==> config.mk <==
export PLATFORM = sky130hd
export DESIGN_NAME = hex7seg_scan
export DESIGN_NICKNAME = d
export VERILOG_FILES = /design/src/rtl/hex7seg_scan.sv
export SDC_FILE = /design/constraint.sdc
export NUM_CORES = 1
export LEC_CHECK = 0
export BUFFER_PORTS_ARGS = -buffer_cell sky130_fd_sc_hd__buf_2
export CAP_MARGIN = 20
export CORE_ASPECT_RATIO = 0.6
export CORE_MARGIN = 2
export CORE_UTILIZATION = 38
export DETAILED_ROUTE_END_ITERATION = 16
export PLACE_DENSITY = 0.68
export RECOVER_POWER = 50
export REMOVE_ABC_BUFFERS = 1
export SYNTH_ARGS = -nofsm -noshare
export SYNTH_HDL_FRONTEND = slang
export SYNTH_SLANG_ARGS = --single-unit
export TNS_END_PERCENT = 10
==> constraint.sdc <==
create_clock -name clk -period 3 [get_ports clk]
set_input_delay 0.9 -clock clk [delete_from_list [all_inputs] [get_ports clk]]
set_output_delay 0.9 -clock clk [all_outputs]
set_load 0.01 [all_outputs]
==> src/rtl/hex7seg_scan.sv <==
// Multiplexed hex 7-segment scanner with frame-latched inputs.
// Define HEX7SEG_LZB_EN to enable leading-zero blanking.
module hex7seg_scan #(
   parameter int NDIGITS        = 4,
   parameter int REFRESH_CYCLES = 100000
) (
   input  logic                   clk,
   input  logic                   clr,
   input  logic [4*NDIGITS-1:0]   x,
   input  logic [NDIGITS-1:0]     dp_in,
   input  logic [NDIGITS-1:0]     blank,
   output logic [6:0]             a_to_g,
   output logic                   dp,
   output logic [NDIGITS-1:0]     an
);

   localparam int PW = $clog2(REFRESH_CYCLES);
   localparam int IW = (NDIGITS > 1) ? $clog2(NDIGITS) : 1;

   logic [PW-1:0]          presc_q, presc_d;
   logic [IW-1:0]          idx_q, idx_d;
   logic [4*NDIGITS-1:0]   frame_x_q, frame_x_d;
   logic [NDIGITS-1:0]     frame_dp_q, frame_dp_d;
   logic [NDIGITS-1:0]     frame_blank_q, frame_blank_d;
   logic                   valid_q, valid_d;
   logic [6:0]             a_to_g_q, a_to_g_d;
   logic                   dp_q, dp_d;
   logic [NDIGITS-1:0]     an_q, an_d;

   logic                   capture;
   logic [3:0]             cur_nib;
   logic                   cur_dp;
   logic                   cur_blank;
   logic [NDIGITS-1:0]     sel;

   function automatic logic [6:0] hex_dec(input logic [3:0] h);
      logic [6:0] s;
      unique case (h)
         4'h0: s = 7'b0000001;
         4'h1: s = 7'b1001111;
         4'h2: s = 7'b0010010;
         4'h3: s = 7'b0000110;
         4'h4: s = 7'b1001100;
         4'h5: s = 7'b0100100;
         4'h6: s = 7'b0100000;
         4'h7: s = 7'b0001111;
         4'h8: s = 7'b0000000;
         4'h9: s = 7'b0000100;
         4'hA: s = 7'b0001000;
         4'hB: s = 7'b1100000;
         4'hC: s = 7'b0110001;
         4'hD: s = 7'b1000010;
         4'hE: s = 7'b0110000;
         4'hF: s = 7'b0111000;
      endcase
      return s;
   endfunction

`ifdef HEX7SEG_LZB_EN
   logic [NDIGITS-1:0]     lz;
   logic                   lz_run;
   logic                   cur_lz;

   // lz[k] set when digit k and every more-significant digit are zero
   always_comb begin
      lz     = '0;
      lz_run = 1'b1;
      for (int k = NDIGITS - 1; k >= 1; k--) begin
         lz_run = lz_run & (frame_x_q[4*k +: 4] == 4'h0);
         lz[k]  = lz_run;
      end
   end
`endif

   always_comb begin
      presc_d = presc_q + 1'b1;
      idx_d   = idx_q;
      if (presc_q == PW'(REFRESH_CYCLES - 1)) begin
         presc_d = '0;
         idx_d   = (idx_q == IW'(NDIGITS - 1)) ? '0 : idx_q + 1'b1;
      end

      capture       = (presc_q == '0) && (idx_q == '0);
      frame_x_d     = capture ? x     : frame_x_q;
      frame_dp_d    = capture ? dp_in : frame_dp_q;
      frame_blank_d = capture ? blank : frame_blank_q;
      valid_d       = valid_q | capture;
   end

   always_comb begin
      cur_nib   = 4'h0;
      cur_dp    = 1'b0;
      cur_blank = 1'b0;
      sel       = '0;
`ifdef HEX7SEG_LZB_EN
      cur_lz    = 1'b0;
`endif
      for (int k = 0; k < NDIGITS; k++) begin
         if (idx_q == IW'(k)) begin
            cur_nib   = frame_x_q[4*k +: 4];
            cur_dp    = frame_dp_q[k];
            cur_blank = frame_blank_q[k];
            sel[k]    = 1'b1;
`ifdef HEX7SEG_LZB_EN
            cur_lz    = lz[k];
`endif
         end
      end

      an_d     = '1;
      a_to_g_d = 7'b1111111;
      dp_d     = 1'b1;
      if (valid_q && !cur_blank) begin
         an_d     = ~sel;
         a_to_g_d = hex_dec(cur_nib);
         dp_d     = ~cur_dp;
`ifdef HEX7SEG_LZB_EN
         if (cur_lz) a_to_g_d = 7'b1111111;
`endif
      end
   end

   always_ff @(posedge clk) begin
      if (clr) begin
         presc_q       <= '0;
         idx_q         <= '0;
         frame_x_q     <= '0;
         frame_dp_q    <= '0;
         frame_blank_q <= '0;
         valid_q       <= 1'b0;
         a_to_g_q      <= 7'b1111111;
         dp_q          <= 1'b1;
         an_q          <= '1;
      end else begin
         presc_q       <= presc_d;
         idx_q         <= idx_d;
         frame_x_q     <= frame_x_d;
         frame_dp_q    <= frame_dp_d;
         frame_blank_q <= frame_blank_d;
         valid_q       <= valid_d;
         a_to_g_q      <= a_to_g_d;
         dp_q          <= dp_d;
         an_q          <= an_d;
      end
   end

   assign a_to_g = a_to_g_q;
   assign dp     = dp_q;
   assign an     = an_q;

endmodule

Yosys cells after proc, flatten, opt, wreduce, memory -nomap -nowiden
Memories as Yosys holds them, arrays and structs flattened. A register that Yosys moved wholly into a read port is not among the register bits.
Cells that the tools add are included.

storage, ports and cells
  word-level logic and storage cells = 43
  input bits = 26
  ROM bits = 112
  output and inout port bits = 12
  register bits after elaboration = 49
  memories = 1

operators by class
  muxes and demuxes = 17
  bitwise gates (word level) = 4
  equal/unequal tests = 4
  add/subtract/negate cells = 2
  reductions and logical operators = 7

memory list
  memory           depth  bits a word  read ports  clocked after Yosys merged registers in  wr ports  line  text
  (no name shown)  16     7            1           1                                        0         38    unique case (h)

operator list
  kind                                           number
  adder 17 x 1 -> 17 bit, second input constant  1
  == test 17 bit, second input constant          1
  zero test 17 bit                               1
  2-to-1 mux 4 bit                               4
  2-to-1 mux 1 bit                               12
  == test 2 bit, second input constant           2
  inverter 4 bit                                 1
  OR reduction 2 bit                             2
  adder 2 x 1 -> 2 bit, second input constant    1
  == test 2 x 1 -> 1 bit, second input constant  1
  logical AND 1 bit                              2
  zero test 2 bit                                1
  2-to-1 mux 2 bit                               1
  inverter 1 bit                                 2
  zero test 1 bit                                1
  bitwise OR 1 bit                               1

Depth between registers and ports, before layout
Gate-level depths: netlist of run 1.

  depth after elaboration = 9
  depth in mapped cells = 10
  mapped depth without buffers = 9

Least setup slack after synthesis of run 1
Ideal clock, no wire load.

  path kind = register -> register
  from = register idx_q[1]
  to = register a_to_g_q[3] (netlist: a_to_g[3])
  required time = 2.862 ns
  setup time = 0.138 ns
  setup slack = 0.835 ns
  arrival = 2.027 ns
  stages on the path, launching flop included = 11
  period minus slack after synthesis = 2.165 ns
  path buffers = 1
  path through = dfxtp_1 inv_1 ha_1 buf_2 nand3b_1 a221oi_1 inv_1 ha_1 mux2i_1 and3_1 a31oi_1

on the way
  word-level cells in the longest chain between the ends = 9
  elaborated cells between the ends (all ways) = 16
  those cells by class = eq/ne: 3; mux: 8; bitwise: 1; reduce/logical: 4

ends and longest elaborated chain
  what                                 line  text
  start, declared                      21    logic [IW-1:0] idx_q, idx_d;
  start signal, assigned               136   idx_q <= idx_d;
  zero test 2 bit                      99    if (idx_q == IW'(k)) begin
  2-to-1 mux 1 bit (4 in series)       99
  zero test 1 bit                      113   if (valid_q && !cur_blank) begin
  logical AND 1 bit                    113
  inverter 1 bit (no source line)      --
  OR reduction 2 bit (no source line)  --
  end, declared                        26    logic [6:0] a_to_g_q, a_to_g_d;

Parallel ways exist; a longest one is shown, timed or not.
A chain may end at the register's enable or synchronous reset.

Final worst setup path of run 1
  from = register presc_q[1]
  to = register presc_q[14]

on the way
  word-level cells in the longest chain between the ends = 2
  elaborated cells between the ends (all ways) = 3
  those cells by class = add/sub: 1; eq/ne: 1; reduce/logical: 1

ends and longest elaborated chain
  what                                                            line  text
  start, declared                                                 20    logic [PW-1:0] presc_q, presc_d;
  start signal, assigned                                          135   presc_q <= presc_d;
  branches (longest 2 deep; another with adder 17 x 1 -> 17 bit)  --

Parallel ways; which one is timed is not known.

==> impl_results.md, run 1 <==
* Crit. Startpoint: presc_q[1]$_SDFF_PP0_
* Worst reg-to-reg path cell count at 7
* Leakage at 1.13 nW
* Total CTS buffers at 5
* Status: finished clean
* Post-Syn Area at 2590 um2
* Fin util at 0.442
* Crit path launch type: register
* Maximum clock insertion buffer count at 2
* Maxcap violations at 0
* Syn avg cell area at 8.32 um2
* Prevailing post-synth register cell: dfxtp_1
* # DRC at 0
* YS warnings at 0
* Synth cell types at 40
* First-pass GRT wire length at 9320 um
* Post-route clock period utilization at 0.881
* Routability cong. at 0.780
* Via count at 2075
* Filler cells at 666
* Met1 Use GR at 0.243
* Hold_sp: frame_dp_q[1]$_SDFFE_PP0P_
* Normalized max-slew margin at 0.0740
* FMAX at 0.378 GHz
* First-pass detailed-route iteration total at 4
* Clock sink count at 56
* Routed Antenna Nets at 0
* Layout Nets at 379
* Clock Skews at 5.68 ps
* Worst Hold End: frame_dp_q[1]$_SDFFE_PP0P_
* Post-synth ARST share at 0
* R2r setup slk at 360 ps
* Endpoints failing setup at 0
* N_diodes at 0
* Largest net degree at the start of global routing at 32
* Grt peak-use layer: met1
* Final worst slack at 357 ps
* Pins Over Slew Limit at 0
* Worst reg2reg endpoint: presc_q[14]$_SDFF_PP0_
* VDD IR max at 0.232 mV
* Initial core utilization at 0.391
* Req. time, crit path at 3150 ps
* Post-DP HPWL at 4160 um
* Slowest cell on the critical path: nor4_1
* H-tree Lvls at 2
* Die width at 111 um
* Crit Path Max Fanout at 15
* CTS tree: built
* # IOs at 38
* CP peak stage delay at 550 ps
* #FFs+latches synth at 56
* Worst-path clk slew at 70 ps
* CP Buf/Inv Count at 1
* Post-CTS setup buffer count at 0
* CP cell instances: ha_1 > and4_1 > nand2_1 > nor4_1 > or2_0 > clkbuf_1 > nor2_1
* Total Power at 1.67 mW
* Cell family with most CP delay: simple AND/OR/NAND/NOR gates
* Layout cell share with drive strength beyond 1 at 0.105
* Total track usage at 0.156
* Die area at 7510 um2
* Sequential share of the synthesized area at 0.433
* Avg WL per Cell at 13.2 um
* Vias in the first global route at 1865
* # rows at 23
* Vias/cell at 4.84
* Crit. End Element: register
* Worst Tran Pin Value at 1390 ps
* Clk root buf: clkbuf_16
* Routed WL at 5670 um
* Initial antenna violation count at 0
* Hold Buf Count CTS at 0
* Global-route met3 utilization at 0.0478
* Port Buf Inserts at 37
* Post-layout min period at 2640 ps
* PostCTS Resize Cnt at 0
* RSZ-0062 raised after global routing: false
* Total gr overflow at 0
* Met2 usage at 0.200
* Number of synthesized flops with an enable pin at 0
* Height of the die at 67.9 um
* Worst r2r src: presc_q[1]$_SDFF_PP0_
* Worst path arrival time at 2790 ps
* Final hold vios at 0
* Area Growth Syn to Fin at 13.1%
* Power Dens Cells at 569 nW/um2
* Setup CP Type: reg2reg
* Core area at 6620 um2
* Worst-Skew Late Latency at 290 ps
* Worst hold path class: reg2reg
* Dpl ws at 418 ps
* TNS Setup at 0 ps
* Worst Hold Path Cells at 2
* Post-synthesis instance total at 311
* DRT iter0 DRCs at 167
[placed cells by master, fill, tap and decap left out, types with 3 or more instances in the layout]
master,instances
nor3_1,3
buf_2,24
clkbuf_1,16
nand2_1,70
o21ai_0,3
nor3b_1,4
ha_1,12
and3_1,3
nor2_1,32
nand3b_1,6
nand3_1,10
xnor2_1,8
a21oi_1,27
nor4_1,3
nor2b_1,3
dfxtp_1,56
and2_1,3
xor2_1,7
clkbuf_16,5
inv_1,13
a221oi_1,3
mux2i_1,6
[how the worst max path moves through the flow]
stage | endpoint | slack (ps) | cells past startpoint
global route | presc_q[9]$_SDFF_PP0_ | 100 | 7
detailed placement | a_to_g[3]$_SDFF_PP1_ | 420 | 8
global placement | a_to_g[3]$_SDFF_PP1_ | 630 | 8
floorplan | a_to_g[6]$_SDFF_PP1_ | 540 | 7
finish | presc_q[14]$_SDFF_PP0_ | 360 | 7
CTS | a_to_g[3]$_SDFF_PP1_ | 420 | 8
[sequential cells by signal, indices dropped and copies added (netlist names)]
register,count
frame_dp_q,4
a_to_g,7
an,4
valid_q,1
dp,1
presc_q,17
frame_blank_q,4
frame_x_q,16
idx_q,2
[where the power goes]
group          internal (mW)  leakage (nW)  switching [mW]
clock                  0.393        0.0808           0.247
combinational         0.0798         0.587           0.128
sequential             0.790         0.458          0.0288
[area by class of cell]
class | count | area (um2) | share of cell area
multi-input combinational | 224 | 1290 | 0.442
sequential | 56 | 1120 | 0.383
timing repair buffer | 41 | 191 | 0.0654
clock buffer | 6 | 129 | 0.0440
tap | 87 | 109 | 0.0372
inverter | 13 | 48.8 | 0.0167
clock inverter | 2 | 35.0 | 0.0120
[cell families (layout without fill, tap and decap cells)]
family | Yosys count | after routing | share of synthesized area
simple gates | 145 | 145 | 0.261
flops | 56 | 56 | 0.433
compound gates | 46 | 46 | 0.112
buf+inv | 31 | 62 | 0.0624
xor+xnor | 15 | 15 | 0.0508
fa+ha+maj | 12 | 12 | 0.0580
mux | 6 | 6 | 0.0232
[per-stage QoR]
stage,instance area (um2),instances,hold WS (ps)
6_report,2930,429,455
5_1_grt,2930,429,483
4_1_cts,2960,429,460
3_5_place_dp,2800,421,450
3_3_place_gp,2800,421,442
2_1_floorplan,2470,293,426
[worst register-to-register path: cells and delay by family, from the launching register on]
family                   cells  cell delay, ps
adder cells (fa/ha/maj)      1             240
flip-flops                   1             430
AND/OR/NAND/NOR              5            1310
buffers and inverters        1             520
[cells in the mapped netlist, types with 2 or more instances]
master    number  area, um2
nand2_1       70        263
dfxtp_1       56       1120
nor2_1        32        120
a21oi_1       27        135
inv_1         13       48.8
ha_1          12        150
nand3_1       10       50.1
buf_2          9       45.0
xnor2_1        8       70.1
xor2_1         7       61.3
mux2i_1        6       60.1
nand3b_1       6       45.0
buf_6          4       45.0
clkbuf_1       4       15.0
nor3b_1        4       30.0
a221oi_1       3       26.3
and2_1         3       18.8
and3_1         3       18.8
nor2b_1        3       18.8
nor3_1         3       15.0
o21ai_0        3       15.0
a211oi_1       2       15.0
a22oi_1        2       15.0
a311oi_1       2       17.5
and4_1         2       17.5
nand4_1        2       12.5
nor4_1         2       12.5
[metal layers]
layer / part of all wire / vias to the layer above
li1: - / 1092
met1: 0.58 / 932
met2: 0.35 / 46
met3: 0.056 / 5
met4: 0.0065 / 0
met5: 0 / -
(Power assumes the default switching activity.)
==> inputs of run 2 (changes only) <==
Settings changed: CORE_ASPECT_RATIO 0.6 to 0.75.
==> run 2 against run 1 <==
Combinational power barely moved. Critical endpoint is now presc_q[16]$_SDFF_PP0_. Worst hold slack improved by 3.1 ps. Register-to-register slack improved by 90 ps. Critical path depth fell by 2.
==> impl_results.md, run 2 (synthesis gave the netlist of run 1 again) <==
* Height of the die at 75.5 um
* Filler cells at 705
* First-pass detailed-route iteration total at 4
* CTS tree: built
* Vias/cell at 4.95
* Clk root buf: clkbuf_8
* Layout cell share with drive strength beyond 1 at 0.111
* Routed WL at 5330 um
* VDD IR max at 0.213 mV
* # rows at 26
* Clock Skews at 6.01 ps
* Avg WL per Cell at 12.5 um
* Post-DP HPWL at 3830 um
* TNS Setup at 0 ps
* Via count at 2113
* Worst-path clk slew at 100 ps
* N_diodes at 0
* Crit path launch type: input pin
* Final hold vios at 0
* Worst hold path class: reg2reg
* Status: finished clean
* # IOs at 38
* DRT iter0 DRCs at 104
* Largest Register: presc_q
* H-tree Lvls at 2
* Worst path arrival time at 2880 ps
* Max FFs per register at 17
* Power Dens Cells at 508 nW/um2
* Initial core utilization at 0.386
* Total gr overflow at 0
* Maxcap violations at 0
* Commonest non-fill, non-tap cells in the layout: nand2_1 (70), dfxtp_1 (56), nor2_1 (32)
* CP peak stage delay at 620 ps
* Worst Tran Pin Value at 871 ps
* Port Buf Inserts at 37
* Fin util at 0.428
* Post-CTS setup buffer count at 0
* Post-layout min period at 2700 ps
* Die width at 99.3 um
* Crit. End Element: register
* Most common cell after layout, fill and taps aside: nand2_1
* Slowest cell on the critical path: clkbuf_1
* Normalized max-slew margin at 0.419
* Clock sink count at 56
* Most common cell type on the critical path: clkbuf_1
* Vias in the first global route at 1903
* Setup CP Type: in2reg
* Initial antenna violation count at 0
* Footprint of the multi-input gates at 1300 um2
* Endpoints failing setup at 0
* Routed Antenna Nets at 0
* Routability cong. at 0.804
* RSZ-0062 raised after global routing: false
* Largest net degree at the start of global routing at 26
* FMAX at 0.370 GHz
* PostCTS Resize Cnt at 0
* First-pass GRT wire length at 9070 um
* Die area at 7490 um2
* Hold Buf Count CTS at 0
* Total CTS buffers at 5
* Maximum clock insertion buffer count at 2
* Post-route clock period utilization at 0.901
* Reg area at 1120 um2
* Core area at 6700 um2
* Layout Nets at 380
* Cell family with most CP delay: buffers and inverters
* Area Growth Syn to Fin at 10.8%
* Leakage at 1.09 nW
* Worst-Skew Late Latency at 310 ps
* CP Buf/Inv Count at 3
* Req. time, crit path at 3180 ps
* # DRC at 0
* Total track usage at 0.152
* Pins Over Slew Limit at 0
* CP cell instances: clkbuf_1 > clkbuf_1 > or2_0 > clkbuf_1 > nor2_1
* Crit Path Max Fanout at 19
run 2: cell count changes in the layout (fill, tap and decap cells not counted):
cell / change
clkbuf_8: +6
clkbuf_16: -5
clkinvlp_4: +2
bufinv_16: -1
clkinv_2: -1
nor4_1: -1
nor4_2: +1
run 2: cell type report:
cell class | count | share of cell area
clock buffer | 6 | 0.0288
clock inverter | 2 | 0.00524
inverter | 13 | 0.0170
multi-input combinational | 224 | 0.453
sequential | 56 | 0.391
tap | 84 | 0.0367
timing repair buffer | 42 | 0.0681
run 2: worst reg2reg max path: stages, from the launching register on:
cell and delay (ps):
dfxtp_1 420, ha_1 560, a211oi_1 120, a221oi_1 570, inv_1 140, ha_1 270, mux2i_1 140, and3_1 170
a31oi_1 40
run 2: layer usage:
layer,wire length [um],up-vias,global-route usage
met3,217,4,0.0294
li1,-,1094,-
met1,2800,966,0.216
met5,0,-,0
met2,2260,49,0.233
met4,57,0,0.0502
run 2: final timing paths:
check / depth (start not counted) / start / to / slack [ps]
setup / recovery: 5 / clr / presc_q[16]$_SDFF_PP0_ / 300
hold / removal: 2 / frame_x_q[1]$_SDFFE_PP0P_ / frame_x_q[1]$_SDFFE_PP0P_ / 460
setup reg to reg: 8 / idx_q[0]$_SDFFE_PP0N_ / a_to_g[3]$_SDFF_PP1_ / 450
hold reg to reg: 2 / frame_x_q[1]$_SDFFE_PP0P_ / frame_x_q[1]$_SDFFE_PP0P_ / 460
run 2: power breakdown:
group / internal [mW] / leakage (nW) / switching [mW]
logic: 0.0801 / 0.588 / 0.127
registers: 0.789 / 0.458 / 0.0243
clock network: 0.188 / 0.0434 / 0.249
run 2: metrics by stage:
stage | hold WS, ps | setup WS, ps | cell area [um2] | total power, mW | cells
3_3_place_gp | 441 | 596 | 2800 | 1.04 | 419
4_1_cts | 462 | 395 | 2900 | 1.47 | 427
2_1_floorplan | 426 | 542 | 2470 | 0.962 | 293
3_5_place_dp | 448 | 418 | 2800 | 1.04 | 419
5_1_grt | 478 | 41.5 | 2870 | 1.53 | 427
6_report | 458 | 297 | 2870 | 1.46 | 427
